--- src/rtl/fb_pkg.sv ---
// fb_pkg: definitions shared by the frame-buffer port arbiter and the
// memory controller.
//   fbState_t   arbiter FSM states (IDLE / CMD / BUSY)
//   fbOwner_t   port owner encoding (OWN_RD=0, OWN_WR=1)
//   frameWords  number of words in one frame
package fb_pkg;

  typedef enum logic [1:0] {
    IDLE = 2'd0,
    CMD  = 2'd1,
    BUSY = 2'd2
  } fbState_t;

  typedef enum logic {
    OWN_RD = 1'b0,
    OWN_WR = 1'b1
  } fbOwner_t;

  function automatic int frameWords(input int hAct, input int vAct);
    return hAct * vAct;
  endfunction

endpackage

--- src/rtl/fb_port_arbiter_if.sv ---
// fb_port_arbiter_if: request/grant and memory-command signals around the
// frame-buffer port arbiter.
//   master modport : the arbiter (drives o*, samples i*)
//   slave modport  : the FIFOs, VGA timing and memory controller
//   iTR_V / iWR_SOF            read / write frame-start pulses
//   iRD_REQ / iWR_REQ          burst requests (levels)
//   oRD_GNT / oWR_GNT          burst owns the port
//   oRD_ACK / oWR_ACK          burst finished pulses
//   oMEM_CMD_VALID / iMEM_CMD_READY / oMEM_CMD_WR / oMEM_ADDR   command
//   iMEM_DONE                  last word transferred pulse
//   oSTARVE                    write starvation limit reached
interface fb_port_arbiter_if #(
  parameter int ADDR_W = 20
);
  logic              iTR_V;
  logic              iWR_SOF;
  logic              iRD_REQ;
  logic              iWR_REQ;
  logic              oRD_GNT;
  logic              oWR_GNT;
  logic              oRD_ACK;
  logic              oWR_ACK;
  logic              oMEM_CMD_VALID;
  logic              iMEM_CMD_READY;
  logic              oMEM_CMD_WR;
  logic [ADDR_W-1:0] oMEM_ADDR;
  logic              iMEM_DONE;
  logic              oSTARVE;

  modport master (
    input  iTR_V, iWR_SOF, iRD_REQ, iWR_REQ, iMEM_CMD_READY, iMEM_DONE,
    output oRD_GNT, oWR_GNT, oRD_ACK, oWR_ACK, oMEM_CMD_VALID, oMEM_CMD_WR,
           oMEM_ADDR, oSTARVE
  );

  modport slave (
    output iTR_V, iWR_SOF, iRD_REQ, iWR_REQ, iMEM_CMD_READY, iMEM_DONE,
    input  oRD_GNT, oWR_GNT, oRD_ACK, oWR_ACK, oMEM_CMD_VALID, oMEM_CMD_WR,
           oMEM_ADDR, oSTARVE
  );
endinterface

--- src/rtl/fb_addr_gen.sv ---
// fb_addr_gen: linear frame-buffer address counter for one side (read or
// write) with frame-start realignment.
//   iCLK, iRST   clock, async active-high reset
//   frameStart   one-cycle frame-start pulse for this side
//   midBurst     this side owns (or is being granted) the port
//   advance      this side's burst completes on this edge
//   addr         start address of this side's next burst
module fb_addr_gen #(
  parameter int ADDR_W      = 20,
  parameter int BURST       = 8,
  parameter int FRAME_WORDS = 307200
) (
  input  logic              iCLK,
  input  logic              iRST,
  input  logic              frameStart,
  input  logic              midBurst,
  input  logic              advance,
  output logic [ADDR_W-1:0] addr
);
  localparam logic [ADDR_W-1:0] STEP      = ADDR_W'(BURST);
  localparam logic [ADDR_W-1:0] LAST_ADDR = ADDR_W'(FRAME_WORDS - BURST);

  logic pending;

  // A frame start during a burst cannot move the counter yet: the burst
  // already uses the old address and completing it would advance past 0.
  // It is remembered and applied on the burst's completion edge instead.
  always_ff @(posedge iCLK or posedge iRST) begin
    if (iRST) begin
      addr    <= '0;
      pending <= 1'b0;
    end else if (advance) begin
      pending <= 1'b0;
      if (frameStart || pending || addr == LAST_ADDR) addr <= '0;
      else                                             addr <= addr + STEP;
    end else if (frameStart) begin
      if (midBurst) pending <= 1'b1;
      else          addr    <= '0;
    end
  end
endmodule

--- src/rtl/fb_port_arbiter.sv ---
// fb_port_arbiter: shares the frame-buffer memory port between the camera
// write path and the VGA read path, one whole burst at a time. Read wins
// ties unless the write starvation counter has reached STARVE_MAX.
//   iCLK, iRST   clock, async active-high reset
//   bus          fb_port_arbiter_if.master (requests, grants, acks,
//                memory command handshake, frame starts, starve flag)
module fb_port_arbiter
  import fb_pkg::*;
#(
  parameter int ADDR_W     = 20,
  parameter int BURST      = 8,
  parameter int H_ACT      = 640,
  parameter int V_ACT      = 480,
  parameter int STARVE_MAX = 64
) (
  input  logic                iCLK,
  input  logic                iRST,
  fb_port_arbiter_if.master   bus
);
  localparam int FRAME_WORDS = frameWords(H_ACT, V_ACT);
  localparam logic [7:0] STARVE_LIM = 8'(STARVE_MAX);

  if ((FRAME_WORDS % BURST) != 0 || (FRAME_WORDS >> ADDR_W) != 0 ||
      BURST < 2 || (BURST & (BURST - 1)) != 0 ||
      STARVE_MAX < 1 || STARVE_MAX > 255) begin : gBadParam
    $error("fb_port_arbiter: illegal BURST/frame/STARVE_MAX parameters");
  end

  fbState_t          state;
  fbOwner_t          owner;
  logic              rdGnt, wrGnt, rdAck, wrAck, cmdValid, cmdWr;
  logic [ADDR_W-1:0] memAddr;
  logic [7:0]        starveCnt;
  logic [ADDR_W-1:0] rdAddr, wrAddr;

  logic grantRd, grantWr, finishing, wrOwns, rdMid, wrMid;

  always_comb begin
    grantWr   = (state == IDLE) && bus.iWR_REQ &&
                ((starveCnt >= STARVE_LIM) || !bus.iRD_REQ);
    grantRd   = (state == IDLE) && bus.iRD_REQ && !grantWr;
    finishing = (state == BUSY) && bus.iMEM_DONE;
    wrOwns    = (state != IDLE) && (owner == OWN_WR);
    // The grant edge counts as mid-burst: the command latches the old
    // address on that edge, so a frame start there must be deferred.
    rdMid     = ((state != IDLE) && (owner == OWN_RD)) || grantRd;
    wrMid     = wrOwns || grantWr;
  end

  fb_addr_gen #(.ADDR_W(ADDR_W), .BURST(BURST), .FRAME_WORDS(FRAME_WORDS)) uRdAddr (
    .iCLK(iCLK), .iRST(iRST), .frameStart(bus.iTR_V), .midBurst(rdMid),
    .advance(finishing && owner == OWN_RD), .addr(rdAddr)
  );

  fb_addr_gen #(.ADDR_W(ADDR_W), .BURST(BURST), .FRAME_WORDS(FRAME_WORDS)) uWrAddr (
    .iCLK(iCLK), .iRST(iRST), .frameStart(bus.iWR_SOF), .midBurst(wrMid),
    .advance(finishing && owner == OWN_WR), .addr(wrAddr)
  );

  always_ff @(posedge iCLK or posedge iRST) begin
    if (iRST) begin
      state    <= IDLE;
      owner    <= OWN_RD;
      rdGnt    <= 1'b0;
      wrGnt    <= 1'b0;
      rdAck    <= 1'b0;
      wrAck    <= 1'b0;
      cmdValid <= 1'b0;
      cmdWr    <= 1'b0;
      memAddr  <= '0;
    end else begin
      rdAck <= 1'b0;
      wrAck <= 1'b0;
      case (state)
        IDLE: begin
          if (grantRd || grantWr) begin
            state    <= CMD;
            owner    <= grantWr ? OWN_WR : OWN_RD;
            rdGnt    <= grantRd;
            wrGnt    <= grantWr;
            cmdValid <= 1'b1;
            cmdWr    <= grantWr;
            memAddr  <= grantWr ? wrAddr : rdAddr;
          end
        end
        CMD: begin
          if (bus.iMEM_CMD_READY) begin
            state    <= BUSY;
            cmdValid <= 1'b0;
          end
        end
        BUSY: begin
          if (bus.iMEM_DONE) begin
            state <= IDLE;
            rdGnt <= 1'b0;
            wrGnt <= 1'b0;
            rdAck <= (owner == OWN_RD);
            wrAck <= (owner == OWN_WR);
          end
        end
        default: state <= IDLE;
      endcase
    end
  end

  // Counts cycles a pending write waits behind reads; saturates at the
  // limit so oSTARVE stays asserted until the write is granted.
  always_ff @(posedge iCLK or posedge iRST) begin
    if (iRST)                                                starveCnt <= '0;
    else if (grantWr)                                        starveCnt <= '0;
    else if (bus.iWR_REQ && !wrOwns && starveCnt < STARVE_LIM) starveCnt <= starveCnt + 8'd1;
  end

  assign bus.oRD_GNT        = rdGnt;
  assign bus.oWR_GNT        = wrGnt;
  assign bus.oRD_ACK        = rdAck;
  assign bus.oWR_ACK        = wrAck;
  assign bus.oMEM_CMD_VALID = cmdValid;
  assign bus.oMEM_CMD_WR    = cmdWr;
  assign bus.oMEM_ADDR      = memAddr;
  assign bus.oSTARVE        = (starveCnt == STARVE_LIM);
endmodule

--- src/flat_wrapper.sv ---
// flat-port wrapper written by rule: the top's interface ports become plain ports
module fb_port_arbiter_flat import fb_pkg::*;
#(
  parameter int ADDR_W     = 20,
  parameter int BURST      = 8,
  parameter int H_ACT      = 640,
  parameter int V_ACT      = 480,
  parameter int STARVE_MAX = 64
)
  (iCLK, iRST, bus_iTR_V, bus_iWR_SOF, bus_iRD_REQ, bus_iWR_REQ, bus_iMEM_CMD_READY, bus_iMEM_DONE, bus_oRD_GNT, bus_oWR_GNT, bus_oRD_ACK, bus_oWR_ACK, bus_oMEM_CMD_VALID, bus_oMEM_CMD_WR, bus_oMEM_ADDR, bus_oSTARVE);
  fb_port_arbiter_if #(.ADDR_W(ADDR_W)) bus_i ();
  input  logic iCLK;
  input  logic iRST;
  input wire logic [$bits(bus_i.iTR_V)-1:0] bus_iTR_V;
  input wire logic [$bits(bus_i.iWR_SOF)-1:0] bus_iWR_SOF;
  input wire logic [$bits(bus_i.iRD_REQ)-1:0] bus_iRD_REQ;
  input wire logic [$bits(bus_i.iWR_REQ)-1:0] bus_iWR_REQ;
  input wire logic [$bits(bus_i.iMEM_CMD_READY)-1:0] bus_iMEM_CMD_READY;
  input wire logic [$bits(bus_i.iMEM_DONE)-1:0] bus_iMEM_DONE;
  output wire logic [$bits(bus_i.oRD_GNT)-1:0] bus_oRD_GNT;
  output wire logic [$bits(bus_i.oWR_GNT)-1:0] bus_oWR_GNT;
  output wire logic [$bits(bus_i.oRD_ACK)-1:0] bus_oRD_ACK;
  output wire logic [$bits(bus_i.oWR_ACK)-1:0] bus_oWR_ACK;
  output wire logic [$bits(bus_i.oMEM_CMD_VALID)-1:0] bus_oMEM_CMD_VALID;
  output wire logic [$bits(bus_i.oMEM_CMD_WR)-1:0] bus_oMEM_CMD_WR;
  output wire logic [$bits(bus_i.oMEM_ADDR)-1:0] bus_oMEM_ADDR;
  output wire logic [$bits(bus_i.oSTARVE)-1:0] bus_oSTARVE;
  assign bus_i.iTR_V = bus_iTR_V;
  assign bus_i.iWR_SOF = bus_iWR_SOF;
  assign bus_i.iRD_REQ = bus_iRD_REQ;
  assign bus_i.iWR_REQ = bus_iWR_REQ;
  assign bus_i.iMEM_CMD_READY = bus_iMEM_CMD_READY;
  assign bus_i.iMEM_DONE = bus_iMEM_DONE;
  assign bus_oRD_GNT = bus_i.oRD_GNT;
  assign bus_oWR_GNT = bus_i.oWR_GNT;
  assign bus_oRD_ACK = bus_i.oRD_ACK;
  assign bus_oWR_ACK = bus_i.oWR_ACK;
  assign bus_oMEM_CMD_VALID = bus_i.oMEM_CMD_VALID;
  assign bus_oMEM_CMD_WR = bus_i.oMEM_CMD_WR;
  assign bus_oMEM_ADDR = bus_i.oMEM_ADDR;
  assign bus_oSTARVE = bus_i.oSTARVE;
  fb_port_arbiter #(.ADDR_W(ADDR_W), .BURST(BURST), .H_ACT(H_ACT), .V_ACT(V_ACT), .STARVE_MAX(STARVE_MAX)) u_core (.iCLK(iCLK), .iRST(iRST), .bus(bus_i));
endmodule
--- config.mk ---
export PLATFORM = sky130hd
export DESIGN_NAME = fb_port_arbiter_flat
export DESIGN_NICKNAME = d
export VERILOG_FILES = /design/src/rtl/fb_pkg.sv /design/src/rtl/fb_port_arbiter_if.sv /design/src/rtl/fb_addr_gen.sv /design/src/rtl/fb_port_arbiter.sv /design/src/flat_wrapper.sv
export SDC_FILE = /design/constraint.sdc
export NUM_CORES = 1
export LEC_CHECK = 0
export ABC_AREA = 0
export CAP_MARGIN = 10
export CELL_PAD_IN_SITES_DETAIL_PLACEMENT = 2
export CELL_PAD_IN_SITES_GLOBAL_PLACEMENT = 2
export CORE_MARGIN = 2
export CORE_UTILIZATION = 40
export DETAILED_ROUTE_END_ITERATION = 8
export DONT_BUFFER_PORTS = 1
export GPL_TIMING_DRIVEN = 0
export PLACE_DENSITY = 0.91
export REMOVE_ABC_BUFFERS = 1
export SLEW_MARGIN = 0
export SYNTH_ARGS = -nofsm -noshare
export SYNTH_HDL_FRONTEND = slang
export SYNTH_SLANG_ARGS = --single-unit
--- constraint.sdc ---
create_clock -name iCLK -period 2.4 [get_ports iCLK]
set_input_delay 0.36 -clock iCLK [delete_from_list [all_inputs] [get_ports iCLK]]
set_output_delay 0.36 -clock iCLK [all_outputs]
set_load 0.02 [all_outputs]
# After elaboration in Yosys (flattened, before gate mapping)
# Cells that the tools add are included.
# totals
regBits	79
in_bits	8
output_inout_bits	27
# classes
add_sub_neg	3
n_lt_le_gt_ge	2
eq_ne	10
mux	34
bitwise_logic	1
reduce_logical	39
# ops
op	count
20-bit 2-to-1 mux	9
20-bit by 4-bit adder with 20-bit output (second input constant)	2
20-bit by 19-bit equality test with 1-bit output (second input constant)	2
1-bit 2-to-1 mux	16
8-bit 2-to-1 mux	2
2-bit nonzero test	8
1-bit logical AND	11
2-bit AND reduction	5
3-bit AND reduction	3
8-bit by 1-bit adder with 8-bit output (second input constant)	1
8-bit by 7-bit equality test with 1-bit output (second input constant)	1
8-bit by 7-bit greater-or-equal comparator with 1-bit output (second input constant)	1
1-bit logical OR	8
8-bit by 7-bit less-than comparator with 1-bit output (second input constant)	1
2-bit inequality test (second input constant)	4
2-bit 2-to-1 mux	3
1-bit one-hot mux with 2 select lines	3
2-bit one-hot mux with 3 select lines	1
1-bit logical NOT	3
2-bit by 1-bit equality test with 1-bit output (second input constant)	1
2-bit equality test (second input constant)	1
2-bit logical NOT	1
2-bit by 1-bit inequality test with 1-bit output (second input constant)	1
1-bit NOT	1

# Longest topological paths before layout
# Gate-level depths: netlist (run 1).
# depth
word_depth	9
ltp_mapped	6
ltp_nobuf	5

# Modules after synthesis
# A second synthesis (run 1) with hierarchy kept.
# hier_totals
cells_unflattened	400
hier_area_um2	3809.9
# by_module_without_submodules
mod	n_inst	cells_per_inst	area_per_inst_um2	seq_area_each_um2
fb_addr_gen	2	121	1026.0	450.4
fb_port_arbiter	1	158	1757.9	900.9

# Worst setup path after synthesis (run 1)
# No wires, ideal clock.
# synth_timing
path_kind	reg2reg
start	register u_core.uRdAddr.addr[3]
end	register u_core.uRdAddr.addr[17]
t_arrival_ps	1613
slack_ps	663
stages_incl_launch_ff	6
n_path_buf	0
synth_period_minus_slack_ps	1737
cell_sequence	dfrtp_1 ha_1 nand4_1 or4_4 and3_1 a211o_1
# synth_between
elab_chain_cells	4
elab_cells_between_ends	5
cone_classes	add/sub (1); eq/ne (1); mux (2); reduce/logical (1)
# synth_rtl
item	line_no	source
start: declaration	fb_addr_gen.sv:18	output logic [ADDR_W-1:0] addr
start signal: assignment	fb_addr_gen.sv:35	else addr <= addr + STEP;
branches (longest 2 deep; another with 20-bit by 4-bit adder with 20-bit output)	--	
20-bit 2-to-1 mux (*)	fb_addr_gen.sv:34	if (frameStart || pending || addr == LAST_ADDR) addr <= '0;
20-bit 2-to-1 mux (*)	fb_addr_gen.sv:32	end else if (advance) begin
# Every way passes the cells marked *.
# A chain may end at the register's enable or synchronous reset.

# Final worst setup path (run 1)
# layout_timing
start	register u_core.state[1]
end	register u_core.memAddr[6] (netlist: u_core.bus.oMEM_ADDR[6])
# layout_between
elab_chain_cells	7
elab_cells_between_ends	9
cone_classes	mux (1); reduce/logical (8)
# layout_rtl
item	line_no	source
start: declaration	fb_port_arbiter.sv:29	fbState_t state;
start signal: assignment	fb_port_arbiter.sv:62	state <= IDLE;
start signal: assignment	fb_port_arbiter.sv:77	state <= CMD;
start signal: assignment	fb_port_arbiter.sv:88	state <= BUSY;
2-bit logical NOT (*)	fb_port_arbiter.sv:39, fb_port_arbiter.sv:41, fb_port_arbiter.sv:74	
1-bit logical AND (2 in a row)	fb_port_arbiter.sv:39	grantWr = (state == IDLE) && bus.iWR_REQ &&
1-bit logical NOT	fb_port_arbiter.sv:41	grantRd = (state == IDLE) && bus.iRD_REQ && !grantWr;
1-bit logical AND	fb_port_arbiter.sv:41	
1-bit logical OR	fb_port_arbiter.sv:76	if (grantRd || grantWr) begin
2-bit AND reduction (no source line)	--	
end signal: assignment	fb_port_arbiter.sv:83	memAddr <= grantWr ? wrAddr : rdAddr;
end: declaration	fb_port_arbiter.sv:32	logic [ADDR_W-1:0] memAddr;
# Every way passes the cells marked *; elsewhere a longest branch is shown, timed or not.

==> summary.md, run 1 <==
| Metric | Value |
|---|---|
| Outcome | `finished, final reports clean` |
| Synth unique cells | `67` |
| PwrDens | `810 nW/um^2` |
| Post-Syn Instances | `400` |
| First-pass GRT wire length | `20300 um` |
| Post-synthesis sequential area ratio | `45.1%` |
| Initial core utilization | `41.3%` |
| Final Wtd Congestion | `0.841` |
| Worst slew pin tran | `994 ps` |
| Crit start category | `flop` |
| Largest net degree at the start of global routing | `70` |
| Yosys Warn Count | `0` |
| Layout Cells excl Fill | `523` |
| Clk slew on worst S/H paths | `80 ps` |
| Max-cap violation count | `0` |
| CP arrival | `2590 ps` |
| Post-synth EDFFs | `0` |
| Core Region | `9280 sq um` |
| ANT nets after route | `0` |
| Top-area cell type share of the netlist area | `45.1%` |
| Initial antenna violation count | `0` |
| IO Count | `35` |
| Ys flop type | `dfrtp_1` |
| Largest area contributor in the synthesized netlist | `dfrtp_1` |
| Dpl ws | `-888 ps` |
| Die Width | `102 um` |
| Vias | `3354` |
| Core Rows | `35` |
| Worst setup path class | `reg -> reg` |
| Crit Reg-Reg Endpoint | `u_core.bus.oMEM_ADDR[6]$_DFFE_PP0P_` |
| Asr flop ratio synth | `100%` |
| Slew Limit Fails | `0` |
| Fin crit period | `2290 ps` |
| Syn_area_per_cell | `9.57 sq um` |
| TritonRoute pass-1 iters | `5` |
| DRC | `0` |
| Nets | `401` |
| Most common cell after layout, fill and taps aside | `dfrtp_1` |
| R2r setup slk | `110 ps` |
| Setup TNS | `0 ps` |
| Origin of the worst setup path | `u_core.state[1]$_DFFE_PP0P_` |
| Vias in the first global route | `3626` |
| FF-to-FF Start | `u_core.state[1]$_DFFE_PP0P_` |
| DRT iter0 DRCs | `139` |
| Fmax achieved | `0.436 GHz` |
| Crit Path Max Fanout | `21` |
| P_leak | `1.83 nW` |
| Via/cell ratio | `6.41` |
| Endpoint type of the worst setup path | `flop` |
| Max-Slew Margin vs Limit | `33.7%` |
| Peak supply drop | `329 uV` |
| GRT Overall Usage | `25.5%` |
| Number of buffers created by CTS | `9` |
| Placed Instances | `501` |
| CP Capture Point | `u_core.bus.oMEM_ADDR[6]$_DFFE_PP0P_` |
| Die height | `102 um` |
| Hold Path Class | `in -> async` |
| Layout cells sized above 1 | `11.9%` |
| Wirelength per Cell | `24.7 um` |
| Synth Register Bits | `69` |
| CTS tree | `built` |
| Top post-synthesis cells by area | `dfrtp_1, nand2_1, nand3_1, a22oi_1, a22o_1` |
| Clk buf depth | `2` |
| Skew-Pair Late Insertion Delay | `360 ps` |
| Post-Route Skew | `9.29 ps` |
| Ant. Diodes | `0` |
| Clock Sinks | `69` |
| Critical Path RT | `2690 ps` |
| Final worst slack | `105 ps` |
| Clock Tree Root | `clkbuf_8` |
| PortBufs | `0` |
| Highest-count cells in the layout ignoring fill and taps | `dfrtp_1, nand2_1, nand3_1` |
| Die area | `10400 sq um` |
| Final hold violations | `0` |
| Hold-fix buffers at CTS | `0` |
| HPWL Detailed | `8090 um` |
| Post-Syn Area | `3830 sq um` |
| Final Cycle Share | `95.6%` |
| Layout Area Growth over Synthesis | `8.49%` |
| Register-to-Register Path Depth | `4` |
| Tot Pwr | `3.37 mW` |
| Remaining Overflow, GRT | `0` |
| Htree depth | `3` |
| Final wirelength | `12900 um` |
| Setup violators final | `0` |
[metal layers]
metal	share of wire [%]	global-route usage, %
met4	1.7	8.82
met1	41	31.5
met3	4.8	4.17
met5	0	0
met2	52	45.1
[area by class of cell]
type	instances	area [sq um]
sequential	69	1730
tap	129	161
clock buffer	10	138
inverter	14	55.1
multi-input combinational	288	1930
fill	992	5130
clock inverter	6	86.3
timing repair buffer	7	60.1
[state kept, by name, indices dropped and copies added, names as in the netlist]
signal	cells
u_core.uRdAddr.pending	1
u_core.bus.oMEM_ADDR	17
u_core.state	2
u_core.bus.oWR_ACK	1
u_core.uWrAddr.pending	1
u_core.owner	1
u_core.bus.oMEM_CMD_VALID	1
u_core.uWrAddr.addr	17
u_core.uRdAddr.addr	17
u_core.bus.oRD_GNT	1
u_core.bus.oRD_ACK	1
u_core.bus.oWR_GNT	1
u_core.starveCnt	8
[kinds of logic (layout without fill, tap and decap cells)]
| logic type | count (synthesis) | in the layout | share of synthesized area, % |
|---|---|---|---|
| simple gates | 181 | 181 | 26.4 |
| buf+inv | 45 | 37 | 6.11 |
| flops | 69 | 69 | 45.1 |
| xor+xnor | 10 | 10 | 2.29 |
| mux | 5 | 5 | 1.31 |
| fa+ha+maj | 4 | 4 | 1.31 |
| other cells | 1 | 3 | 0.0979 |
| compound gates | 85 | 85 | 17.4 |
[through the flow]
stage | cell area, sq um | util (%) | hold WS (ps)
final | 4160 | 44.8 | 60.6
after global routing | 4160 | 44.8 | 112
after CTS | 4100 | 44.1 | 98.9
after detailed placement | 3840 | 41.4 | 475
after global placement | 3820 | 41.1 | 473
after floorplan | 3660 | - | 455
[power breakdown]
group	leakage [nW]	internal (mW)	total, mW	switching, mW
registers	0.938	1.27	1.47	0.202
logic	0.776	0.282	0.785	0.504
clock network	0.112	0.612	1.11	0.500
total	1.83	2.16	3.37	1.21
[worst min path at each step]
stage | from | end | slack, ps
floorplan | u_core.uRdAddr.pending$_DFFE_PP0P_ | u_core.uRdAddr.pending$_DFFE_PP0P_ | 460
global placement | bus_iMEM_CMD_READY | u_core.state[0]$_DFFE_PP0P_ | 470
detailed placement | bus_iMEM_CMD_READY | u_core.state[0]$_DFFE_PP0P_ | 480
CTS | bus_iMEM_CMD_READY | u_core.state[0]$_DFFE_PP0P_ | 100
global route | bus_iMEM_CMD_READY | u_core.state[0]$_DFFE_PP0P_ | 110
finish | iRST | u_core.bus.oMEM_ADDR[17]$_DFFE_PP0P_ | 60
[critical path: stages, from the launching register on]
cell and delay, ps:
dfrtp_2 510, or3b_1 530, nor2_2 800, a22oi_1 250, nand2_1 130
[cell usage after synthesis (3+ instances only)]
cell type / number
dfrtp_1: 69
nand2_1: 45
nand3_1: 32
nor2_1: 21
a22oi_1: 18
buf_2: 15
inv_1: 14
nand4_1: 14
a22o_1: 12
o21ai_0: 12
nor3_1: 10
o2111ai_1: 9
and3_1: 7
buf_4: 6
clkbuf_1: 6
xor2_1: 6
and2_1: 5
mux2i_1: 5
a211o_1: 4
ha_1: 4
nor4_1: 4
o311ai_0: 4
or2_2: 4
or3_1: 4
xnor2_1: 4
a221o_1: 3
buf_6: 3
nand2b_1: 3
nor3b_1: 3
nor4b_1: 3
o21a_1: 3
o2bb2ai_1: 3
or4_1: 3
[what timing repair did]
action | CTS | global route
endpoints found under the setup margin | 25 | 16
pin swaps | 1 | 2
setup buffers | 0 | 6
gates resized for setup | 5 | 3
No activity file was read; power rests on OpenSTA's default activity.
==> run 2, diff against run 1 <==
Settings changed: REMOVE_ABC_BUFFERS 1 to not set.
==> run 2 against run 1 <==
  * Sequential share of layout area down 0.88 points
  * Flip-flop and latch count is the same
  * Sequential power decreased by 3%
  * Die area did not move
  * Final cell count rose by 4.6%
  * Cell area up 2.1%
  * Setup slack improved by 39 ps
  * Global-route usage is 2.5 points higher
  * Clock-buffer cell count is 2 higher
  * Largest power group unchanged
  * Highest routed layer unchanged
==> summary.md, run 2 (same netlist as run 1, synthesis figures left out) <==
| Metric | Value |
|---|---|
| Outcome | `finished, final reports clean` |
| Nets | `425 (+6.0%)` |
| Clock Tree Root | `clkbuf_8` |
| RSZ-0062 raised after global routing | `no` |
| Clk slew on worst S/H paths | `90 ps (about the same)` |
| Slew Limit Fails | `0 (unchanged)` |
| Remaining Overflow, GRT | `0 (unchanged)` |
| Initial antenna violation count | `0 (unchanged)` |
| Final Cycle Share | `94.0% (-1.6 points)` |
| CP arrival | `2510 ps (-80 ps)` |
| IO Count | `35 (unchanged)` |
| Fin crit period | `2260 ps (-39.2 ps)` |
| Post-Route Skew | `11.8 ps (+2.48 ps)` |
| Fmax achieved | `0.443 GHz (+1.7%)` |
| Placed Instances | `531 (+6.0%)` |
| Via/cell ratio | `6.28 (-2.0%)` |
| Slowest stage cell, crit path | `nor4_1` |
| Highest-count cells in the layout ignoring fill and taps | `dfrtp_1, nand2_1, nand3_1` |
| Peak supply drop | `327 uV (-0.50%)` |
| Most common cell after layout, fill and taps aside | `dfrtp_1` |
| DRC | `0 (unchanged)` |
| Hold Path Class | `in -> async` |
| Layout Cells excl Fill | `547 (+4.6%)` |
| ANT nets after route | `0 (unchanged)` |
| Layout cells sized above 1 | `13.6% (+1.7 points)` |
| Die area | `10400 sq um (unchanged)` |
| Endpoint type of the worst setup path | `flop` |
| Max-Slew Margin vs Limit | `39.4% (+5.8 points)` |
| Die Width | `102 um (unchanged)` |
| Core Rows | `35 (unchanged)` |
| Crit start category | `flop` |
| Largest net degree at the start of global routing | `70 (unchanged)` |
| First-pass GRT wire length | `21700 um (+6.6%)` |
| Vias | `3436 (+2.4%)` |
| PortBufs | `0 (unchanged)` |
| Setup violators final | `0 (unchanged)` |
| Clock Sinks | `69 (unchanged)` |
| Critical Path RT | `2660 ps (-30 ps)` |
| GRT Overall Usage | `28.0% (+2.5 points)` |
| Crit Path Max Fanout | `7 (-67%)` |
| Max-cap violation count | `0 (unchanged)` |
| PwrDens | `814 nW/um^2 (+0.50%)` |
| Post-CTS Setup Inserts | `0 (unchanged)` |
| Crit-path cells | `ha_1 -> nand3_1 -> nor4_1 -> nor3b_1 -> a221o_1` |
| Max incr delay on CP | `640 ps (-160 ps)` |
| Final Wtd Congestion | `0.796 (-5.3%)` |
| Final hold violations | `0 (unchanged)` |
| Die height | `102 um (unchanged)` |
| DRT iter0 DRCs | `163 (+17%)` |
| P_leak | `1.92 nW (+5.1%)` |
| Number of buffers created by CTS | `9 (unchanged)` |
| Worst setup path class | `reg -> reg` |
| Htree depth | `3 (unchanged)` |
| Tot Pwr | `3.45 mW (+2.6%)` |
| Worst slew pin tran | `909 ps (-85.3 ps)` |
| Skew-Pair Late Insertion Delay | `370 ps (about the same)` |
| Clk buf depth | `2 (unchanged)` |
| Hold slack | `50.1 ps (-10.5 ps)` |
| Layout Area Growth over Synthesis | `10.7%` |
| Core Region | `9280 sq um (unchanged)` |
| HPWL Detailed | `8860 um (+9.5%)` |
| Final wirelength | `13700 um (+6.4%)` |
| TritonRoute pass-1 iters | `4 (-1)` |
| CTS tree | `built` |
| Initial core utilization | `41.3% (unchanged)` |
| Wirelength per Cell | `25.1 um (+1.7%)` |
| Vias in the first global route | `3696 (+1.9%)` |
| Ant. Diodes | `0 (unchanged)` |
## run 2: final cells by class
class / instances / area (sq um)
Sequential cell: 69 / 1730
Buffer: 31 / 181
Inverter: 14 / 55.1
Tap cell: 129 / 161
Clock inverter: 4 / 95.1
Multi-Input combinational cell: 288 / 1880
Clock buffer: 12 / 145
Fill cell: 1011 / 5040
## run 2: metal layers
layer	track usage, %	wire (um)	vias up
met5	0	0	-
met4	11.8	415	0
met3	5.34	611	38
met2	48.7	7160	95
met1	33.9	5540	1801
li1	-	-	1502
## run 2: worst max-delay path, delay by kind of cell, from the launching register on
family / cells / cell delay, ps
simple gates: 3 / 980
compound gates: 1 / 280
flops: 1 / 590
fa+ha+maj: 1 / 310
## run 2: path summary, 6_finish.rpt
| path | start | cells after the start | end | slack (ps) |
|---|---|---|---|---|
| max | u_core.uWrAddr.addr[3]$_DFFE_PP0P_ | 5 | u_core.uWrAddr.addr[17]$_DFFE_PP0P_ | 140 |
| min | iRST | 1 | u_core.uRdAddr.addr[13]$_DFFE_PP0P_ | 50 |
| max reg2reg | u_core.uWrAddr.addr[3]$_DFFE_PP0P_ | 5 | u_core.uWrAddr.addr[17]$_DFFE_PP0P_ | 140 |
| min reg2reg | u_core.uRdAddr.pending$_DFFE_PP0P_ | 2 | u_core.uRdAddr.pending$_DFFE_PP0P_ | 530 |
| max in group asynchronous | iRST | 1 | u_core.uRdAddr.addr[14]$_DFFE_PP0P_ | 1740 |
| min in group iCLK | bus_iMEM_CMD_READY | 1 | u_core.state[0]$_DFFE_PP0P_ | 100 |
## run 2: what timing repair did
| action | in CTS | in global routing |
|---|---|---|
| endpoints found under the setup margin | 0 | 4 |
| hold buffers | 0 | 0 |
| gates resized for setup | 0 | 1 |
## run 2: power breakdown
part           total (mW)  internal [mW]  leakage, nW  switching [mW]
clock network        1.22          0.719        0.121           0.503
logic               0.813          0.277        0.859           0.536
registers            1.42           1.27        0.939           0.152
total                3.45           2.26         1.92            1.19
## run 2: stage by stage
step	area [sq um]	worst slack (ps)	setup TNS, ps	util [%]
after floorplan	3840	300	0	-
after global placement	4000	-575	-39390	43.1
after detailed placement	4000	73.6	0	43.1
after CTS	4240	37.0	0	45.7
after global routing	4240	25.2	0	45.7
final	4240	144	0	45.7
